## src/rtl/id_ex_stage_pkg.sv

```systemverilog
// Shared encodings for the ID/EX stage and the ALU: ALUOp, R-type funct, ALU control codes,
// the registered control bundle and the ALU control decoder.
package id_ex_stage_pkg;

  localparam logic [1:0] AluOpAdd   = 2'b00;
  localparam logic [1:0] AluOpSub   = 2'b01;
  localparam logic [1:0] AluOpRtype = 2'b10;
  localparam logic [1:0] AluOpAddi  = 2'b11;

  localparam logic [5:0] FunctAdd = 6'b100000;
  localparam logic [5:0] FunctSub = 6'b100010;
  localparam logic [5:0] FunctAnd = 6'b100100;
  localparam logic [5:0] FunctOr  = 6'b100101;
  localparam logic [5:0] FunctMul = 6'b011000;

  localparam logic [2:0] AluAdd = 3'b010;
  localparam logic [2:0] AluSub = 3'b110;
  localparam logic [2:0] AluAnd = 3'b000;
  localparam logic [2:0] AluOr  = 3'b001;
  localparam logic [2:0] AluMul = 3'b100;

  typedef struct packed {
    logic       alu_src;
    logic       reg_dst;
    logic       reg_write;
    logic       mem_to_reg;
    logic       mem_read;
    logic       mem_write;
    logic [2:0] alu_ctrl;
  } ctrl_t;

  localparam ctrl_t CtrlBubble = '0;

  function automatic logic [2:0] alu_ctrl_decode(input logic [1:0] alu_op,
                                                 input logic [5:0] funct);
    logic [2:0] code;
    code = AluAdd;
    if (alu_op == AluOpSub) begin
      code = AluSub;
    end else if (alu_op == AluOpRtype) begin
      case (funct)
        FunctAdd: code = AluAdd;
        FunctSub: code = AluSub;
        FunctAnd: code = AluAnd;
        FunctOr:  code = AluOr;
        FunctMul: code = AluMul;
        default:  code = AluAdd;
      endcase
    end
    return code;
  endfunction

endpackage

```

## src/rtl/id_ex_stage_fwd_sel.sv

```systemverilog
// Operand forwarding mux: EX/MEM beats MEM/WB beats register data; $0 is never forwarded.
module fwd_sel (
  input  logic [4:0]  addr_i,
  input  logic [31:0] reg_data_i,
  input  logic        exmem_we_i,
  input  logic [4:0]  exmem_addr_i,
  input  logic [31:0] exmem_data_i,
  input  logic        memwb_we_i,
  input  logic [4:0]  memwb_addr_i,
  input  logic [31:0] memwb_data_i,
  output logic [31:0] data_o
);

  logic hit_exmem, hit_memwb;

  assign hit_exmem = exmem_we_i && (exmem_addr_i != 5'd0) && (exmem_addr_i == addr_i);
  assign hit_memwb = memwb_we_i && (memwb_addr_i != 5'd0) && (memwb_addr_i == addr_i);

  always_comb begin
    data_o = reg_data_i;
    if (hit_exmem) begin
      data_o = exmem_data_i;
    end else if (hit_memwb) begin
      data_o = memwb_data_i;
    end
  end

endmodule

```

## src/rtl/id_ex_stage.sv

```systemverilog
// ID/EX pipeline register feeding the ALU: ALU control decode, operand forwarding and
// load-use hazard detection with single-bubble insertion.
module id_ex_stage
  import id_ex_stage_pkg::*;
(
  input  logic        clk_i,
  input  logic        rst_i,
  input  logic        stall_i,
  input  logic        flush_i,
  input  logic [31:0] RSdata_i,
  input  logic [31:0] RTdata_i,
  input  logic [31:0] imm_i,
  input  logic [4:0]  RSaddr_i,
  input  logic [4:0]  RTaddr_i,
  input  logic [4:0]  RDaddr_i,
  input  logic [5:0]  funct_i,
  input  logic [1:0]  ALUOp_i,
  input  logic        ALUSrc_i,
  input  logic        RegDst_i,
  input  logic        RegWrite_i,
  input  logic        MemtoReg_i,
  input  logic        MemRead_i,
  input  logic        MemWrite_i,
  input  logic        EXMEM_RegWrite_i,
  input  logic [4:0]  EXMEM_RDaddr_i,
  input  logic [31:0] EXMEM_data_i,
  input  logic        MEMWB_RegWrite_i,
  input  logic [4:0]  MEMWB_RDaddr_i,
  input  logic [31:0] MEMWB_data_i,
  output logic [31:0] data1_o,
  output logic [31:0] data2_o,
  output logic [2:0]  ALUCtrl_o,
  output logic [31:0] MemWdata_o,
  output logic [4:0]  WBaddr_o,
  output logic        RegWrite_o,
  output logic        MemtoReg_o,
  output logic        MemRead_o,
  output logic        MemWrite_o,
  output logic        hazard_o
);

  logic [31:0] rs_data_q, rs_data_d, rt_data_q, rt_data_d, imm_q, imm_d;
  logic [4:0]  rs_addr_q, rs_addr_d, rt_addr_q, rt_addr_d, rd_addr_q, rd_addr_d;
  ctrl_t       ctrl_q, ctrl_d;
  logic [31:0] rs_fwd, rt_fwd;

  // Load in EX whose destination is read by the instruction now in ID.
  assign hazard_o = ctrl_q.mem_read && (rt_addr_q != 5'd0) &&
                    ((rt_addr_q == RSaddr_i) || (rt_addr_q == RTaddr_i));

  always_comb begin
    rs_data_d = RSdata_i;
    rt_data_d = RTdata_i;
    imm_d     = imm_i;
    rs_addr_d = RSaddr_i;
    rt_addr_d = RTaddr_i;
    rd_addr_d = RDaddr_i;
    ctrl_d    = '{alu_src:    ALUSrc_i,
                  reg_dst:    RegDst_i,
                  reg_write:  RegWrite_i,
                  mem_to_reg: MemtoReg_i,
                  mem_read:   MemRead_i,
                  mem_write:  MemWrite_i,
                  alu_ctrl:   alu_ctrl_decode(ALUOp_i, funct_i)};
    if (stall_i) begin
      rs_data_d = rs_data_q;
      rt_data_d = rt_data_q;
      imm_d     = imm_q;
      rs_addr_d = rs_addr_q;
      rt_addr_d = rt_addr_q;
      rd_addr_d = rd_addr_q;
      ctrl_d    = ctrl_q;
    end else if (flush_i || hazard_o) begin
      rs_data_d = '0;
      rt_data_d = '0;
      imm_d     = '0;
      rs_addr_d = '0;
      rt_addr_d = '0;
      rd_addr_d = '0;
      ctrl_d    = CtrlBubble;
    end
  end

  always_ff @(posedge clk_i or posedge rst_i) begin
    if (rst_i) begin
      rs_data_q <= '0;
      rt_data_q <= '0;
      imm_q     <= '0;
      rs_addr_q <= '0;
      rt_addr_q <= '0;
      rd_addr_q <= '0;
      ctrl_q    <= CtrlBubble;
    end else begin
      rs_data_q <= rs_data_d;
      rt_data_q <= rt_data_d;
      imm_q     <= imm_d;
      rs_addr_q <= rs_addr_d;
      rt_addr_q <= rt_addr_d;
      rd_addr_q <= rd_addr_d;
      ctrl_q    <= ctrl_d;
    end
  end

  fwd_sel u_fwd_rs (
    .addr_i       (rs_addr_q),
    .reg_data_i   (rs_data_q),
    .exmem_we_i   (EXMEM_RegWrite_i),
    .exmem_addr_i (EXMEM_RDaddr_i),
    .exmem_data_i (EXMEM_data_i),
    .memwb_we_i   (MEMWB_RegWrite_i),
    .memwb_addr_i (MEMWB_RDaddr_i),
    .memwb_data_i (MEMWB_data_i),
    .data_o       (rs_fwd)
  );

  fwd_sel u_fwd_rt (
    .addr_i       (rt_addr_q),
    .reg_data_i   (rt_data_q),
    .exmem_we_i   (EXMEM_RegWrite_i),
    .exmem_addr_i (EXMEM_RDaddr_i),
    .exmem_data_i (EXMEM_data_i),
    .memwb_we_i   (MEMWB_RegWrite_i),
    .memwb_addr_i (MEMWB_RDaddr_i),
    .memwb_data_i (MEMWB_data_i),
    .data_o       (rt_fwd)
  );

  assign data1_o    = rs_fwd;
  assign data2_o    = ctrl_q.alu_src ? imm_q : rt_fwd;
  assign MemWdata_o = rt_fwd;
  assign WBaddr_o   = ctrl_q.reg_dst ? rd_addr_q : rt_addr_q;
  assign ALUCtrl_o  = ctrl_q.alu_ctrl;
  assign RegWrite_o = ctrl_q.reg_write;
  assign MemtoReg_o = ctrl_q.mem_to_reg;
  assign MemRead_o  = ctrl_q.mem_read;
  assign MemWrite_o = ctrl_q.mem_write;

endmodule

```

## config.mk

```make
export PLATFORM = sky130hd
export DESIGN_NAME = id_ex_stage
export DESIGN_NICKNAME = d
export VERILOG_FILES = /design/src/rtl/id_ex_stage_pkg.sv /design/src/rtl/id_ex_stage_fwd_sel.sv /design/src/rtl/id_ex_stage.sv
export SDC_FILE = /design/constraint.sdc
export NUM_CORES = 1
export LEC_CHECK = 0
export BUFFER_PORTS_ARGS = -buffer_cell sky130_fd_sc_hd__buf_4
export CAP_MARGIN = 20
export CORE_MARGIN = 10
export CORE_UTILIZATION = 50
export DETAILED_ROUTE_END_ITERATION = 10
export HOLD_SLACK_MARGIN = 0.12
export PLACE_DENSITY = 0.91
export SYNTH_ARGS = -nofsm -noshare
export SYNTH_HDL_FRONTEND = slang
export SYNTH_SLANG_ARGS = --single-unit
```

## constraint.sdc

```tcl
create_clock -name clk_i -period 8.25 [get_ports clk_i]
set_input_delay 1.2375 -clock clk_i [delete_from_list [all_inputs] [get_ports clk_i]]
set_output_delay 1.2375 -clock clk_i [all_outputs]
set_load 0.01 [all_outputs]
```

==> results.md, run 1 <==
- Result of the run: completed
- Start point of the critical path: MEMWB_RDaddr_i[3]
- Total number of yosys warnings: 0
- Peak ir drop on the vdd network: 0.103 mV
- Clock Sinks: between 100 and 150
- Worst-Skew Late Latency: roughly 0.40 ns
- Layout overhead on the synthesized area: 43.2%
- Power share of the sequential group: roughly 37%
- Number of instances in the synthesized netlist: between 600 and 700
- Global placer's final weighted congestion: about 0.93
- Total number of H-tree levels: 4
- Cell depth of the worst flop-to-flop path: 7
- Combinational group share of total power: 24.0%
- Worst hold slack: between 0.5 and 0.6 ns
- Mean instance size in the synthesized netlist: around 10 µm²
- Number of storage elements in the synthesis netlist: 120
- Max stage delay on crit path: ~0.61 ns
- FFs w/ async S/R, synth: 100%
- Total GRT Usage: a little over a quarter
- Total nets after synthesis: slightly below 900
- Distinct cell type count of the synthesized netlist: 30
- Floorplan die area: 0.0185 mm²
- Largest net degree at the start of global routing: just under 100
- Number of gates given a new drive strength after cts: 0
- Count of max-cap constraint violations: 0
- Via count: between 6000 and 7000
- Std-Cell Rows: 42
- Crit-path leading delay family: simple AND/OR/NAND/NOR gates
- Worst reg2reg startpoint: rt_addr_q[4]
- Filler cells: between 1000 and 1500
- Unrepaired setup endpoints after global routing: false
- Top-level I/O count: about 310
- Number of DRC markers in iteration 0: between 400 and 500
- Crit path kind: primary input to output pin
- Remaining number of nets flagged by the antenna check after routing: 0
- Cell-internal power: approximately 1300 µW
- DR pass1 iterations: 5
- Post-layout worst setup margin: between 3 and 4 ns
- Top cell by count, worst path: sky130_fd_sc_hd__buf_4
- Height of the die: 136 µm
- Commonest register cell after synthesis: sky130_fd_sc_hd__dfrtp_1
- Global-route wire length before repair: just under 40000 µm
- Launch instance of the worst min-delay path: imm_q[13]
- Critical path buffers and inverters: 3
- Data required time of the critical path: between 7 and 8 ns
- Post-CTS setup buffer count: 0
- Setup crit end kind: output pin
- Tightest Pin Transition: approximately 0.93 ns
- Worst hold path class: flip-flop to flip-flop
- Root buf cell: sky130_fd_sc_hd__clkbuf_16
- Count of input and output buffers: between 300 and 400
- CTS buffer count: 17
- Largest fanout on the critical path: 19
- Net switching fraction of the power: about 28%
- Fraction of final layout cells sized beyond drive strength 1: 38.1%
- Wirelength, routed: 25400 µm
- Count of final max-slew check failures: 0
- Peak clock frequency supported by timing: approximately 210 MHz
- Destination of the critical timing path: data1_o[11]
- Total negative slack for setup checks: 0 ns
- CTS tree: built
- Minimum setup slack among reg-to-reg paths: 5.45 ns
- Standby leakage power: ~0.0047 µW
- # setup viols final: 0
- WP data arrival: roughly 3.5 ns
- Master of the slowest instance on the critical path: sky130_fd_sc_hd__and4_2
- Time the final worst path needs with I/O delays and setup: ~4.7 ns
- Total of hold buffers inserted after clock tree synthesis: 0
- Number of synthesized flops with an enable pin: 0
- Routed WL per cell: 22.5 µm
- Dpl ws: around 3.3 ns
- Number of antenna violations at the first check in global routing: 0
- Final period util: a little under three fifths
- Critical path launch point type: primary input
- Via count of the first global-routing pass: approximately 7000
- Clock power share: between 30% and 40%
- Leftover overflow at the end of global routing: 0
- Power per Cell Area: 188 mW/mm²
- Relative max-transition margin: 37.8%
- Series of cell instances along the critical path: buf_4 -> xor2_1 -> nor3_1 -> and4_2 -> buf_4 -> mux2i_1 -> o21ai_0 -> buf_4
- Number of DRC violations after detailed routing: 0
- Die boundary width: 136 µm
- Total inserted antenna cells: 0
- Final hold vios: 0
- Core Box Area: 0.0132 mm²
- Cell count along the critical path: 8
- Post-synthesis sequential area ratio: 44.5%
- Via density per instance: 5.91
- Net load switching power: 498 µW
- Estimated wirelength of the detail-placed design: ~19000 µm
- Capturing point of the worst reg2reg path: rt_data_q[12]
- Final nets: ~1100
- Post-synthesis instance area: 0.00674 mm²
- Maximum count of clock buffers along a single path: 2
- Clock transition at the register clock pins on the worst setup and hold paths after CTS: 0.05 ns
- Worst clock skew: about 0.007 ns
- Initial core utilization: 50.9%
==> final cells by class <==
class / count / area (µm²) / share of cell area [%]
inverter: 33 / 126 / 1.31
clock buffer: 23 / 498 / 5.16
sequential: 120 / 3000 / 31.1
tap: 176 / 220 / 2.28
timing repair buffer: 323 / 2460 / 25.5
clock inverter: 7 / 70.1 / 0.726
multi-input combinational: 449 / 3280 / 34.0
==> flip-flops by register name, summed over array words and instances, names as in the netlist, 2 cells and up <==
signal and count:
imm_q 32, rs_data_q 32, rt_data_q 32, rd_addr_q 5, rs_addr_q 5, rt_addr_q 5, ALUCtrl_o 3, ctrl_q 2
==> through the flow <==
stage	instance area [µm²]	utilization (%)	instances	power [µW]
after floorplan	6740	-	672	877
after detailed placement	9040	68.3	1099	1110
after global routing	9660	72.9	1131	1890
final	9660	72.9	1131	1810
after CTS	9610	72.6	1129	1820
after global placement	9040	68.3	1099	1100
==> cell families (layout without fill, tap and decap cells) <==
logic type	count (synthesis)	count (layout)	synth area share [%]
simple gates	126	126	8.39
buf+inv	103	386	7.55
flops	120	120	44.5
mux	69	69	10.3
compound gates	224	224	25.3
xor+xnor	30	30	3.90
==> layout by cell type, fill, tap and decap left out, types with 2 or more instances in the layout <==
cell,count
sky130_fd_sc_hd__nor2_1,37
sky130_fd_sc_hd__a22o_1,120
sky130_fd_sc_hd__mux2i_1,64
sky130_fd_sc_hd__nand3_1,3
sky130_fd_sc_hd__o21a_1,2
sky130_fd_sc_hd__clkbuf_8,5
sky130_fd_sc_hd__dfrtp_1,119
sky130_fd_sc_hd__or4_1,2
sky130_fd_sc_hd__nand2b_1,2
sky130_fd_sc_hd__clkinvlp_4,4
sky130_fd_sc_hd__o21ai_0,33
sky130_fd_sc_hd__a21oi_1,33
sky130_fd_sc_hd__xor2_1,16
sky130_fd_sc_hd__nand2_1,35
sky130_fd_sc_hd__nor3_1,38
sky130_fd_sc_hd__and3_1,3
sky130_fd_sc_hd__clkinv_2,2
sky130_fd_sc_hd__a221oi_1,32
sky130_fd_sc_hd__buf_4,321
sky130_fd_sc_hd__mux2_2,5
sky130_fd_sc_hd__xnor2_1,14
sky130_fd_sc_hd__inv_1,32
sky130_fd_sc_hd__and4_2,2
sky130_fd_sc_hd__clkbuf_16,17
==> synthesized netlist by cell type, types with 17 or more instances <==
| master | instances | area (µm²) |
|---|---|---|
| sky130_fd_sc_hd__nor3_1 | 38 | 190 |
| sky130_fd_sc_hd__mux2i_1 | 64 | 641 |
| sky130_fd_sc_hd__inv_1 | 33 | 124 |
| sky130_fd_sc_hd__nand2_1 | 35 | 131 |
| sky130_fd_sc_hd__nor2_1 | 37 | 139 |
| sky130_fd_sc_hd__o21ai_0 | 33 | 165 |
| sky130_fd_sc_hd__dfrtp_1 | 120 | 3000 |
| sky130_fd_sc_hd__a221oi_1 | 32 | 280 |
| sky130_fd_sc_hd__a21oi_1 | 33 | 165 |
| sky130_fd_sc_hd__buf_2 | 17 | 85.1 |
| sky130_fd_sc_hd__a22o_1 | 120 | 1050 |
| sky130_fd_sc_hd__clkbuf_1 | 33 | 124 |
==> power by group through the flow <==
stage / Sequential (µW) / Combinational (µW) / Clock, µW
after global placement: 677 / 420 / 0
after CTS: 671 / 432 / 714
after global routing: 676 / 469 / 743
after floorplan: 665 / 213 / 0
final: 672 / 434 / 706
after detailed placement: 680 / 429 / 0
==> per-layer routing <==
metal  track usage [%]  share of wire (%)  vias up
met5                 0                  0        -
met4              12.1                3.7        0
met3              9.11                9.9       67
met2              44.2                 49      371
met1              29.7                 38     3208
li1                  -                  -     3033
==> worst min-delay path by stage <==
| stage | end | slack (ns) | depth (start not counted) |
|---|---|---|---|
| 2_1_floorplan | rd_addr_q[3] | 0.47 | 1 |
| 4_1_cts | rd_addr_q[1] | 0.51 | 1 |
| 5_1_grt | imm_q[29] | 0.52 | 1 |
| 6_report | imm_q[13] | 0.51 | 1 |
| 3_3_place_gp | rd_addr_q[4] | 0.49 | 1 |
| 3_5_place_dp | rs_data_q[4] | 0.50 | 1 |
No activity file was read; power rests on OpenSTA's default activity.
==> run 2: changes to the inputs <==
--- a/config.mk
+++ b/config.mk
@@ -8,10 +8,10 @@
 export BUFFER_PORTS_ARGS = -buffer_cell sky130_fd_sc_hd__buf_4
 export CAP_MARGIN = 20
 export CORE_MARGIN = 10
-export CORE_UTILIZATION = 50
+export CORE_UTILIZATION = 48
 export DETAILED_ROUTE_END_ITERATION = 10
 export HOLD_SLACK_MARGIN = 0.12
-export PLACE_DENSITY = 0.91
+export PLACE_DENSITY = 0.88
 export SYNTH_ARGS = -nofsm -noshare
 export SYNTH_HDL_FRONTEND = slang
 export SYNTH_SLANG_ARGS = --single-unit
==> constraint.sdc (replaced) <==
create_clock -name clk_i -period 4.65 [get_ports clk_i]
set_input_delay 0.6975 -clock clk_i [delete_from_list [all_inputs] [get_ports clk_i]]
set_output_delay 0.6975 -clock clk_i [all_outputs]
set_load 0.01 [all_outputs]
==> results.md, run 2 (same netlist as run 1, synthesis figures left out) <==
- Result of the run: completed
- Remaining number of nets flagged by the antenna check after routing: 0
- Data required time of the critical path: between 3 and 4 ns
- Filler cells: roughly 1100
- Clock transition at the register clock pins on the worst setup and hold paths after CTS: 0.05 ns
- Post-CTS setup buffer count: 0
- Cell depth of the worst flop-to-flop path: 6
- Start point of the critical path: rt_addr_q[4]
- Combinational group share of total power: between 20% and 30%
- Setup crit end kind: output pin
- Critical path buffers and inverters: 2
- Total GRT Usage: between 20 and 25%
- Largest fanout on the critical path: between 50 and 60
- Die boundary width: approximately 140 µm
- Top Registers: imm_q (32), rs_data_q (32), rt_data_q (32)
- Max stage delay on crit path: just under 0.6 ns
- Std-Cell Rows: between 40 and 50
- Clock Sinks: between 100 and 150
- Master of the slowest instance on the critical path: sky130_fd_sc_hd__nor3_1
- Root buf cell: sky130_fd_sc_hd__clkbuf_16
- Maximum count of clock buffers along a single path: 2
- Peak clock frequency supported by timing: around 270 MHz
- Destination of the critical timing path: data2_o[1]
- Core Box Area: around 0.014 mm²
- Critical path launch point type: flip-flop
- Worst reg2reg startpoint: rt_addr_q[4]
- Instance area at placement: 0.00908 mm²
- Post-route standard cell area excluding fillers: just under 0.01 mm²
- Height of the die: between 100 and 150 µm
- Series of cell instances along the critical path: xor2_1 -> nor3_1 -> nand3_4 -> buf_12 -> nor3_1 -> a221oi_1 -> buf_4
- Total of hold buffers inserted after clock tree synthesis: 0
- Largest net degree at the start of global routing: between 100 and 150
- WP data arrival: between 3 and 4 ns
- CTS tree: built
- Initial core utilization: ~50%
- Storage element area: ~0.0030 mm²
- Cell count along the critical path: 7
- Power per Cell Area: 331 mW/mm²
- Top cell by count, worst path: sky130_fd_sc_hd__nor3_1
- Final period util: around 80%
- Standby leakage power: between 0.004 and 0.005 µW
- Count of max-cap constraint violations: 0
- Top-level I/O count: about 310
- Worst clock skew: 0.0101 ns
- # setup viols final: 0
- Floorplan die area: around 0.019 mm²
- Net switching fraction of the power: between 20% and 30%
- Final hold vios: 0
- Cell-internal power: roughly 2400 µW
- Number of DRC violations after detailed routing: 0
- Number of DRC markers in iteration 0: just over 400
- Post-layout utilization of the core: between 60% and 70%
- Number of gates given a new drive strength after cts: 0
- Peak ir drop on the vdd network: between 0.2 and 0.25 mV
- Count of input and output buffers: around 310
- Via count of the first global-routing pass: ~6700
- Number of antenna violations at the first check in global routing: 0
- Estimated wirelength of the detail-placed design: roughly 18000 µm
- Relative max-transition margin: around two fifths
- Global placer's final weighted congestion: ~0.95
- Most used cells in the layout excluding fill and tap cells: sky130_fd_sc_hd__buf_4 (321), sky130_fd_sc_hd__a22o_1 (120), sky130_fd_sc_hd__dfrtp_1 (119), sky130_fd_sc_hd__mux2i_1 (64), sky130_fd_sc_hd__nor3_1 (38)
- Total inserted antenna cells: 0
- Crit-path leading delay family: simple AND/OR/NAND/NOR gates
- Clock power share: between 30% and 40%
- Tightest Pin Transition: ~0.88 ns
- Minimum setup slack among reg-to-reg paths: between 2 and 2.5 ns
- Net load switching power: ~850 µW
- Power share of the sequential group: ~37%
- Area of the multi-input gates: between 0.003 and 0.004 mm²
- Crit path kind: flip-flop to output pin
- DR pass1 iterations: 4
- Routed WL per cell: 21.5 µm
- Leftover overflow at the end of global routing: 0
- Via count: 6522
- Final nets: around 1200
- Via density per instance: roughly 5.7
- Total number of H-tree levels: 4
- Total negative slack for setup checks: 0 ns
- Worst-Skew Late Latency: ~0.41 ns
- CTS buffer count: 17
- Fraction of final layout cells sized beyond drive strength 1: 37.9%
- Unrepaired setup endpoints after global routing: false
- Time the final worst path needs with I/O delays and setup: between 3 and 4 ns
- Worst hold path class: primary input to asynchronous set/reset pin
- Capturing point of the worst reg2reg path: imm_q[23]
- Most common cell after layout, fill and taps aside: sky130_fd_sc_hd__buf_4
- Wirelength, routed: approximately 24000 µm
- Count of final max-slew check failures: 0
- Global-route wire length before repair: around 38000 µm
- Layout overhead on the synthesized area: 43.4%
[run 2: worst min path at each step]
stage / start / end / depth (start not counted)
3_3_place_gp: rd_addr_q[3] / rd_addr_q[3] / 1
3_5_place_dp: rd_addr_q[3] / rd_addr_q[3] / 1
4_1_cts: rst_i / rs_addr_q[1] / 2
5_1_grt: rst_i / rs_addr_q[1] / 2
6_report: rst_i / rs_addr_q[1] / 2
2_1_floorplan: rd_addr_q[3] / rd_addr_q[3] / 1
[run 2: power by group through the flow]
stage	registers, µW	logic (µW)	clock network, µW
detailed placement	1210	761	0
finish	1190	761	1250
global placement	1200	747	0
global route	1200	825	1320
floorplan	1180	377	0
CTS	1190	765	1270
[run 2: area by class of cell]
cell class	count	share of cell area, %
timing repair buffer	324	25.5
inverter	33	1.31
clock buffer	27	5.51
sequential	120	31.1
multi-input combinational	449	33.9
clock inverter	2	0.362
tap	180	2.33
[run 2: worst register-to-register path: cells and delay by family, from the launching register on]
family	cells	cell delay (ns)
compound gates	3	1.02
xor+xnor	1	0.20
buf+inv	1	0.47
flops	1	0.51
simple gates	1	0.12
[run 2: stage by stage]
stage / power [µW] / hold slack (ns) / worst slack [ns] / std cells
2_1_floorplan: 1560 / 0.467 / 0.767 / 672
3_3_place_gp: 1950 / 0.485 / 1.03 / 1105
3_5_place_dp: 1970 / 0.495 / 0.968 / 1105
4_1_cts: 3230 / 0.284 / 0.873 / 1134
5_1_grt: 3350 / 0.303 / 0.715 / 1135
6_report: 3200 / 0.284 / 0.919 / 1135
[run 2: layer usage]
metal | global-route usage (%) | share of wire, %
met5 | 0 | 0
met1 | 28.7 | 39
met3 | 8.53 | 9.7
met4 | 8.99 | 2.5
met2 | 40.3 | 49
